## src/rtl/stepper_axis_driver_if.sv

```systemverilog
// stepper_axis_driver_if
//   Bundles the command inputs and drive/status outputs of one stepper axis.
//   master : command source (movement controller or test bench)
//   slave  : the axis driver
//   Signals:
//     dir_cmd    [1:0]  00 stop, 01 CW (+), 10 CCW (-), 11 stop
//     enable            0 forces stop behaviour
//     half_step         1 = 8-phase half-step, 0 = 4-phase full-step
//     coils      [3:0]  coil drive {A,B,C,D}
//     position   [15:0] signed step count
//     step_pulse        one clk high in the cycle after a step is applied
//     at_min, at_max    position at the soft limits
//     energised         coils are being driven
interface stepper_axis_driver_if;
  logic [1:0]         dir_cmd;
  logic               enable;
  logic               half_step;
  logic [3:0]         coils;
  logic signed [15:0] position;
  logic               step_pulse;
  logic               at_min;
  logic               at_max;
  logic               energised;

  modport master (
    output dir_cmd, enable, half_step,
    input  coils, position, step_pulse, at_min, at_max, energised
  );

  modport slave (
    input  dir_cmd, enable, half_step,
    output coils, position, step_pulse, at_min, at_max, energised
  );
endinterface

```

## src/rtl/stepper_axis_driver.sv

```systemverilog
// stepper_axis_driver
//   Converts a 2-bit direction code into a timed 4-coil unipolar stepper
//   phase sequence for one tracker axis, tracks a signed position with soft
//   limits and releases the coils after an idle period.
//   Ports:
//     clk   system clock
//     rst   synchronous active-high reset
//     axis  stepper_axis_driver_if.slave (commands in, coil drive/status out)
//
//   state | meaning
//   ------+-------------------------------------------------------------
//   IDLE  | coils released (0000), waiting for a request on a tick
//   HOLD  | coils energised on table[idx], not stepping, idle timer runs
//   MOVE  | stepping one phase per tick in last_dir
module stepper_axis_driver #(
  parameter int CLK_DIV    = 50000,
  parameter int HOLD_TICKS = 16,
  parameter int POS_MIN    = -1000,
  parameter int POS_MAX    = 1000
) (
  input  logic                  clk,
  input  logic                  rst,
  stepper_axis_driver_if.slave  axis
);

  localparam int CNT_W  = (CLK_DIV > 2) ? $clog2(CLK_DIV) : 1;
  localparam int IDLE_W = $clog2(HOLD_TICKS + 1);
  localparam logic [CNT_W-1:0]  CNT_LAST  = CNT_W'(CLK_DIV - 1);
  localparam logic [IDLE_W-1:0] IDLE_LAST = IDLE_W'(HOLD_TICKS - 1);
  localparam logic signed [15:0] P_MIN = 16'(POS_MIN);
  localparam logic signed [15:0] P_MAX = 16'(POS_MAX);

  typedef enum logic [1:0] {S_IDLE, S_HOLD, S_MOVE} state_t;
  typedef enum logic [1:0] {DIR_NONE, DIR_CW, DIR_CCW} dir_t;

  state_t             state, state_n;
  dir_t               last_dir, last_dir_n;
  logic [CNT_W-1:0]   cnt;
  logic [IDLE_W-1:0]  idle_cnt, idle_cnt_n;
  logic [2:0]         idx, idx_n;
  logic signed [15:0] position, position_n;
  logic [3:0]         coils, coils_n;
  logic               step_pulse;
  logic               tick;
  logic               do_step;
  logic               req_cw, req_ccw, req, blocked, reversal;
  dir_t               req_dir;

  function automatic logic [3:0] phase(input logic [2:0] i);
    logic [3:0] p;
    case (i)
      3'd0:    p = 4'b1000;
      3'd1:    p = 4'b1100;
      3'd2:    p = 4'b0100;
      3'd3:    p = 4'b0110;
      3'd4:    p = 4'b0010;
      3'd5:    p = 4'b0011;
      3'd6:    p = 4'b0001;
      default: p = 4'b1001;
    endcase
    return p;
  endfunction

  // Full-step lands on odd entries (two coils on); an extra nudge in the
  // travel direction realigns an even index left over from half-stepping.
  function automatic logic [2:0] advance(input logic [2:0] i, input logic cw,
                                         input logic half);
    logic [2:0] t;
    if (half) begin
      t = cw ? i + 3'd1 : i - 3'd1;
    end else begin
      t = cw ? i + 3'd2 : i - 3'd2;
      if (!t[0]) t = cw ? t + 3'd1 : t - 3'd1;
    end
    return t;
  endfunction

  assign tick     = (cnt == CNT_LAST);
  assign req_cw   = axis.enable && (axis.dir_cmd == 2'b01);
  assign req_ccw  = axis.enable && (axis.dir_cmd == 2'b10);
  assign req      = req_cw || req_ccw;
  assign req_dir  = req_cw ? DIR_CW : DIR_CCW;
  assign blocked  = (req_cw && position == P_MAX) || (req_ccw && position == P_MIN);
  assign reversal = req && (last_dir != DIR_NONE) && (req_dir != last_dir);

  always_ff @(posedge clk) begin
    if (rst) begin
      cnt        <= '0;
      state      <= S_IDLE;
      last_dir   <= DIR_NONE;
      idle_cnt   <= '0;
      idx        <= 3'd0;
      position   <= 16'sd0;
      coils      <= 4'b0000;
      step_pulse <= 1'b0;
    end else begin
      cnt        <= tick ? '0 : cnt + CNT_W'(1);
      state      <= state_n;
      last_dir   <= last_dir_n;
      idle_cnt   <= idle_cnt_n;
      idx        <= idx_n;
      position   <= position_n;
      coils      <= coils_n;
      step_pulse <= do_step;
    end
  end

  always_comb begin
    state_n    = state;
    last_dir_n = last_dir;
    idle_cnt_n = idle_cnt;
    idx_n      = idx;
    position_n = position;
    do_step    = 1'b0;

    if (tick) begin
      case (state)
        S_IDLE: begin
          if (req) begin
            state_n    = S_HOLD;
            idle_cnt_n = '0;
          end
        end
        S_HOLD: begin
          if (reversal) begin
            last_dir_n = DIR_NONE;
          end else if (req && !blocked) begin
            state_n = S_MOVE;
            do_step = 1'b1;
          end else if (idle_cnt == IDLE_LAST) begin
            state_n    = S_IDLE;
            idle_cnt_n = '0;
          end else begin
            idle_cnt_n = idle_cnt + IDLE_W'(1);
          end
        end
        S_MOVE: begin
          if (reversal) begin
            state_n    = S_HOLD;
            last_dir_n = DIR_NONE;
          end else if (req && !blocked) begin
            do_step = 1'b1;
          end else begin
            state_n = S_HOLD;
          end
        end
        default: state_n = S_IDLE;
      endcase

      if (do_step) begin
        idx_n      = advance(idx, req_cw, axis.half_step);
        position_n = req_cw ? position + 16'sd1 : position - 16'sd1;
        last_dir_n = req_dir;
        idle_cnt_n = '0;
      end
    end

    coils_n = (state_n == S_IDLE) ? 4'b0000 : phase(idx_n);
  end

  assign axis.coils      = coils;
  assign axis.position   = position;
  assign axis.step_pulse = step_pulse;
  assign axis.at_min     = (position == P_MIN);
  assign axis.at_max     = (position == P_MAX);
  assign axis.energised  = (state != S_IDLE);

endmodule

```

## src/flat_wrapper.sv

```systemverilog
// flat-port wrapper written by rule: the top's interface ports become plain ports
module stepper_axis_driver_flat 
#(
  parameter int CLK_DIV    = 50000,
  parameter int HOLD_TICKS = 16,
  parameter int POS_MIN    = -1000,
  parameter int POS_MAX    = 1000
)
  (clk, rst, axis_dir_cmd, axis_enable, axis_half_step, axis_coils, axis_position, axis_step_pulse, axis_at_min, axis_at_max, axis_energised);
  stepper_axis_driver_if axis_i ();
  input  logic clk;
  input  logic rst;
  input wire logic [$bits(axis_i.dir_cmd)-1:0] axis_dir_cmd;
  input wire logic [$bits(axis_i.enable)-1:0] axis_enable;
  input wire logic [$bits(axis_i.half_step)-1:0] axis_half_step;
  output wire logic [$bits(axis_i.coils)-1:0] axis_coils;
  output wire logic [$bits(axis_i.position)-1:0] axis_position;
  output wire logic [$bits(axis_i.step_pulse)-1:0] axis_step_pulse;
  output wire logic [$bits(axis_i.at_min)-1:0] axis_at_min;
  output wire logic [$bits(axis_i.at_max)-1:0] axis_at_max;
  output wire logic [$bits(axis_i.energised)-1:0] axis_energised;
  assign axis_i.dir_cmd = axis_dir_cmd;
  assign axis_i.enable = axis_enable;
  assign axis_i.half_step = axis_half_step;
  assign axis_coils = axis_i.coils;
  assign axis_position = axis_i.position;
  assign axis_step_pulse = axis_i.step_pulse;
  assign axis_at_min = axis_i.at_min;
  assign axis_at_max = axis_i.at_max;
  assign axis_energised = axis_i.energised;
  stepper_axis_driver #(.CLK_DIV(CLK_DIV), .HOLD_TICKS(HOLD_TICKS), .POS_MIN(POS_MIN), .POS_MAX(POS_MAX)) u_core (.clk(clk), .rst(rst), .axis(axis_i));
endmodule
```

## config.mk

```make
export PLATFORM = sky130hd
export DESIGN_NAME = stepper_axis_driver_flat
export DESIGN_NICKNAME = d
export VERILOG_FILES = /design/src/rtl/stepper_axis_driver_if.sv /design/src/rtl/stepper_axis_driver.sv /design/src/flat_wrapper.sv
export SDC_FILE = /design/constraint.sdc
export NUM_CORES = 1
export LEC_CHECK = 0
export ABC_AREA = 1
export ABC_CLOCK_PERIOD_IN_PS = 5400
export BUFFER_PORTS_ARGS = -buffer_cell sky130_fd_sc_hd__buf_2
export CORE_MARGIN = 2
export CORE_UTILIZATION = 65
export CTS_CLUSTER_SIZE = 16
export DETAILED_ROUTE_END_ITERATION = 16
export GPL_TIMING_DRIVEN = 0
export PLACE_DENSITY_LB_ADDON = 0.1
export SLEW_MARGIN = 30
export SYNTH_ARGS = -nofsm -noshare
export SYNTH_HDL_FRONTEND = slang
export SYNTH_SLANG_ARGS = --single-unit
```

## constraint.sdc

```tcl
create_clock -name clk -period 5.4 [get_ports clk]
set_clock_uncertainty 0.1 [all_clocks]
set_input_delay 0.81 -clock clk [delete_from_list [all_inputs] [get_ports clk]]
set_output_delay 0.81 -clock clk [all_outputs]
set_load 0.005 [all_outputs]
```

==> summary.md <==
| Metric | Value |
|---|---|
| Setup Buffers After CTS | `0` |
| Met1 global-route usage | `32.63%` |
| Max Fclk | `344.4 MHz` |
| Initial Utilization | `66.82%` |
| Worst EP arrival | `3010 ps` |
| Routing usage on met3 | `4.384%` |
| Setup TNS | `0 ps` |
| Vias in the first global route | `3132` |
| Switching part of the total | `26.58%` |
| Worst path required time | `5510 ps` |
| ANT cells | `0` |
| Mapped Nets | `523` |
| Synth Register Bits | `49` |
| HP Class | `reg2reg` |
| Min cycle time layout | `2903 ps` |
| DRC violation total after the first TritonRoute iteration | `178` |
| Synth Cell Area | `3369 um^2` |
| CTS max path bufs | `2` |
| Initial antenna violation count | `0` |
| Final wirelength | `7578 um` |
| Least-Margin Pin Slew | `604.1 ps` |
| Max-Cap Viols | `0` |
| First-pass GRT wire length | `13370 um` |
| TritonCTS clock tree | `built` |
| HPWL Detailed | `5806 um` |
| NumNets Final | `558` |
| Synth warn | `0` |
| Flop pwr share | `56.6%` |
| Die Ht | `76 um` |
| Synth Instances | `492` |
| Reg2reg path depth | `14` |
| I/O pin count | `30` |
| Final Max Slew Viols | `0` |
| Die width | `76 um` |
| Core area | `5042 um^2` |
| DRC errors left | `0` |
| Critical Path End Type | `register` |
| Critical Path Fanout Max | `22` |
| Vias | `3235` |
| Synth-to-Final Area Change | `9.432%` |
| Fin crit share | `53.77%` |
| Cell variety after synth | `40` |
| Combinational share of power | `8.2%` |
| Detail Route Antenna Nets | `0` |
| Total CTS buffers | `5` |
| Clock share of power | `35.3%` |
| Worst VDD drop | `0.1656 mV` |
| Sink Count | `49` |
| RSZ-0062 raised after global routing | `false` |
| Clk slew on worst S/H paths | `100 ps` |
| Hold-critical path depth | `1` |
| Static leakage | `1.775 nW` |
| Syn Area/Cell | `6.849 um^2` |
| IO Port Bufs | `28` |
| Rel. slew slack | `59.68%` |
| Post-DP Area | `3597 um^2` |
| Crit path launch type | `input pin` |
| Clk Latency, worst-skew pair | `310 ps` |
| Full die area | `5776 um^2` |
| Clock root cell | `clkbuf_8` |
| PD cells | `174.5 nW/um^2` |
| Critical path class | `in2reg` |
| Final setup fails | `0` |
| GRT busiest layer | `met2` |
| CTS H-Tree Depth | `2` |
| Switch Pwr | `171.0 uW` |
| Outcome | `completed` |
| Via/cell ratio | `5.410` |
| GRT met2 Usage | `51.79%` |
| Cell internal pwr | `472.4 uW` |
| Share of layout cells above drive strength 1 | `12.88%` |
| Final instance area | `3687 um^2` |
| Total grt overflow | `0` |
| Gpl congestion | `0.8749` |
| Rows | `26` |
| Sequential share of the synthesized area | `29.11%` |
| Pin count of the biggest net entering global routing | `23` |
| Post-CTS Hold Fix Bufs | `0` |
| Per-cell routed wire length | `12.67 um` |
| Post-CTS Resized | `0` |
| All-Layer GR Usage | `27.87%` |
| Hold Vio Cnt, Final | `0` |
| 1st-pass router iterations | `5` |
## power groups by stage
stage	Clock, mW	Sequential [mW]	Combinational, mW
3_5_place_dp	0	0.372	0.0521
5_1_grt	0.243	0.365	0.0598
3_3_place_gp	0	0.372	0.0507
2_1_floorplan	0	0.372	0.0401
6_report	0.227	0.364	0.0525
4_1_cts	0.232	0.364	0.0525
## registers in the layout, indices dropped and copies added (netlist names)
register,cells
u_core.axis.position,16
u_core.idle_cnt,5
u_core.axis.step_pulse,1
u_core.state,2
u_core.cnt,16
u_core.idx,3
u_core.axis.coils,4
u_core.last_dir,2
## synth_stat cells (all sizes together)
master	n	area, um^2
a21oi	37	185.2
fa	3	60.06
and3	1	6.260
clkinv	1	8.760
dfxtp	49	980.9
xnor2	9	78.83
buf	3	20.01
nor2	78	361.6
or2	2	12.51
inv	61	229.0
o21a	1	7.510
a31oi	4	25.02
nor4	2	12.51
nor3	7	35.03
o21bai	1	7.510
o31ai	1	7.510
o21ai	30	150.1
a211oi	2	20.02
nand3b	3	22.52
a21o	1	7.510
ha	22	275.3
xor2	11	96.34
nand2	106	415.4
nand3	43	247.7
clkbuf	3	11.26
o211ai	1	7.510
nand4	10	77.57
## per-layer routing
metal / vias up / share of wire (%)
met4: 0 / 1.2
met3: 8 / 3.7
met1: 1491 / 44
met2: 61 / 51
li1: 1675 / -
met5: - / 0
## cell type report
cell class,count,area (um^2)
Clock buffer,5,68.82
Inverter,62,237.7
Sequential cell,49,980.9
Timing Repair Buffer,28,140.1
Tap cell,70,87.58
Buffer,6,31.28
Multi-Input combinational cell,375,2120
Fill cell,430,1355
Clock inverter,3,21.27
## cell usage in the layout, fill, tap and decap left out, drive strengths merged, types with 2 or more instances in the layout
| cell type | count |
|---|---|
| ha | 22 |
| nor2 | 78 |
| nand4 | 10 |
| a211oi | 2 |
| a31oi | 4 |
| nor4 | 2 |
| nand3b | 3 |
| nor3 | 7 |
| nand2 | 106 |
| fa | 3 |
| inv | 62 |
| o21ai | 30 |
| xor2 | 11 |
| a21oi | 37 |
| buf | 31 |
| clkbuf | 8 |
| or2 | 2 |
| dfxtp | 49 |
| nand3 | 43 |
| clkinv | 2 |
| xnor2 | 9 |
## logic make-up (layout without fill, tap and decap cells)
| family | count (synthesis) | count (layout) | share of synthesized area, % |
|---|---|---|---|
| adders and majority gates | 25 | 25 | 9.952 |
| AOI/OAI and AO/OA | 78 | 78 | 12.40 |
| xor gates and xnor gates | 20 | 20 | 5.199 |
| buffers and inverters | 68 | 104 | 7.983 |
| DFF | 49 | 49 | 29.11 |
| and+or+nand+nor | 252 | 252 | 35.35 |
## worst max-delay path, cell delays in order
cell     delay (ps)
buf_2           120
inv_1            60
nand3_2         460
ha_1            580
nand3_1          90
nand2_1         140
nand3_1          90
nand2_1         150
nand2_1          90
o21ai_0         200
xnor2_1         150
a21oi_1          80
## metrics by stage
stage | power [mW] | hold WS [ps] | setup slack, ps | util, % | std cells
finish | 0.6434 | 353.5 | 2497 | 73.13 | 598
CTS | 0.6481 | 355.6 | 2498 | 73.13 | 598
global route | 0.6674 | 376.9 | 2295 | 73.13 | 598
global placement | 0.4231 | 325.3 | 2193 | 71.34 | 590
floorplan | 0.4124 | 316.7 | 2722 | - | 492
detailed placement | 0.4246 | 342.1 | 2174 | 71.34 | 590
## final timing paths
kind	startpoint	end	slack (ps)
worst min-delay path	u_core.cnt[0]	u_core.cnt[0]	350
worst min register to register	u_core.cnt[0]	u_core.cnt[0]	350
worst max-delay path	axis_dir_cmd[1]	u_core.axis.position[11]	2500
worst max register to register	u_core.cnt[0]	u_core.axis.coils[2]	3300
(Power assumes the default switching activity.)
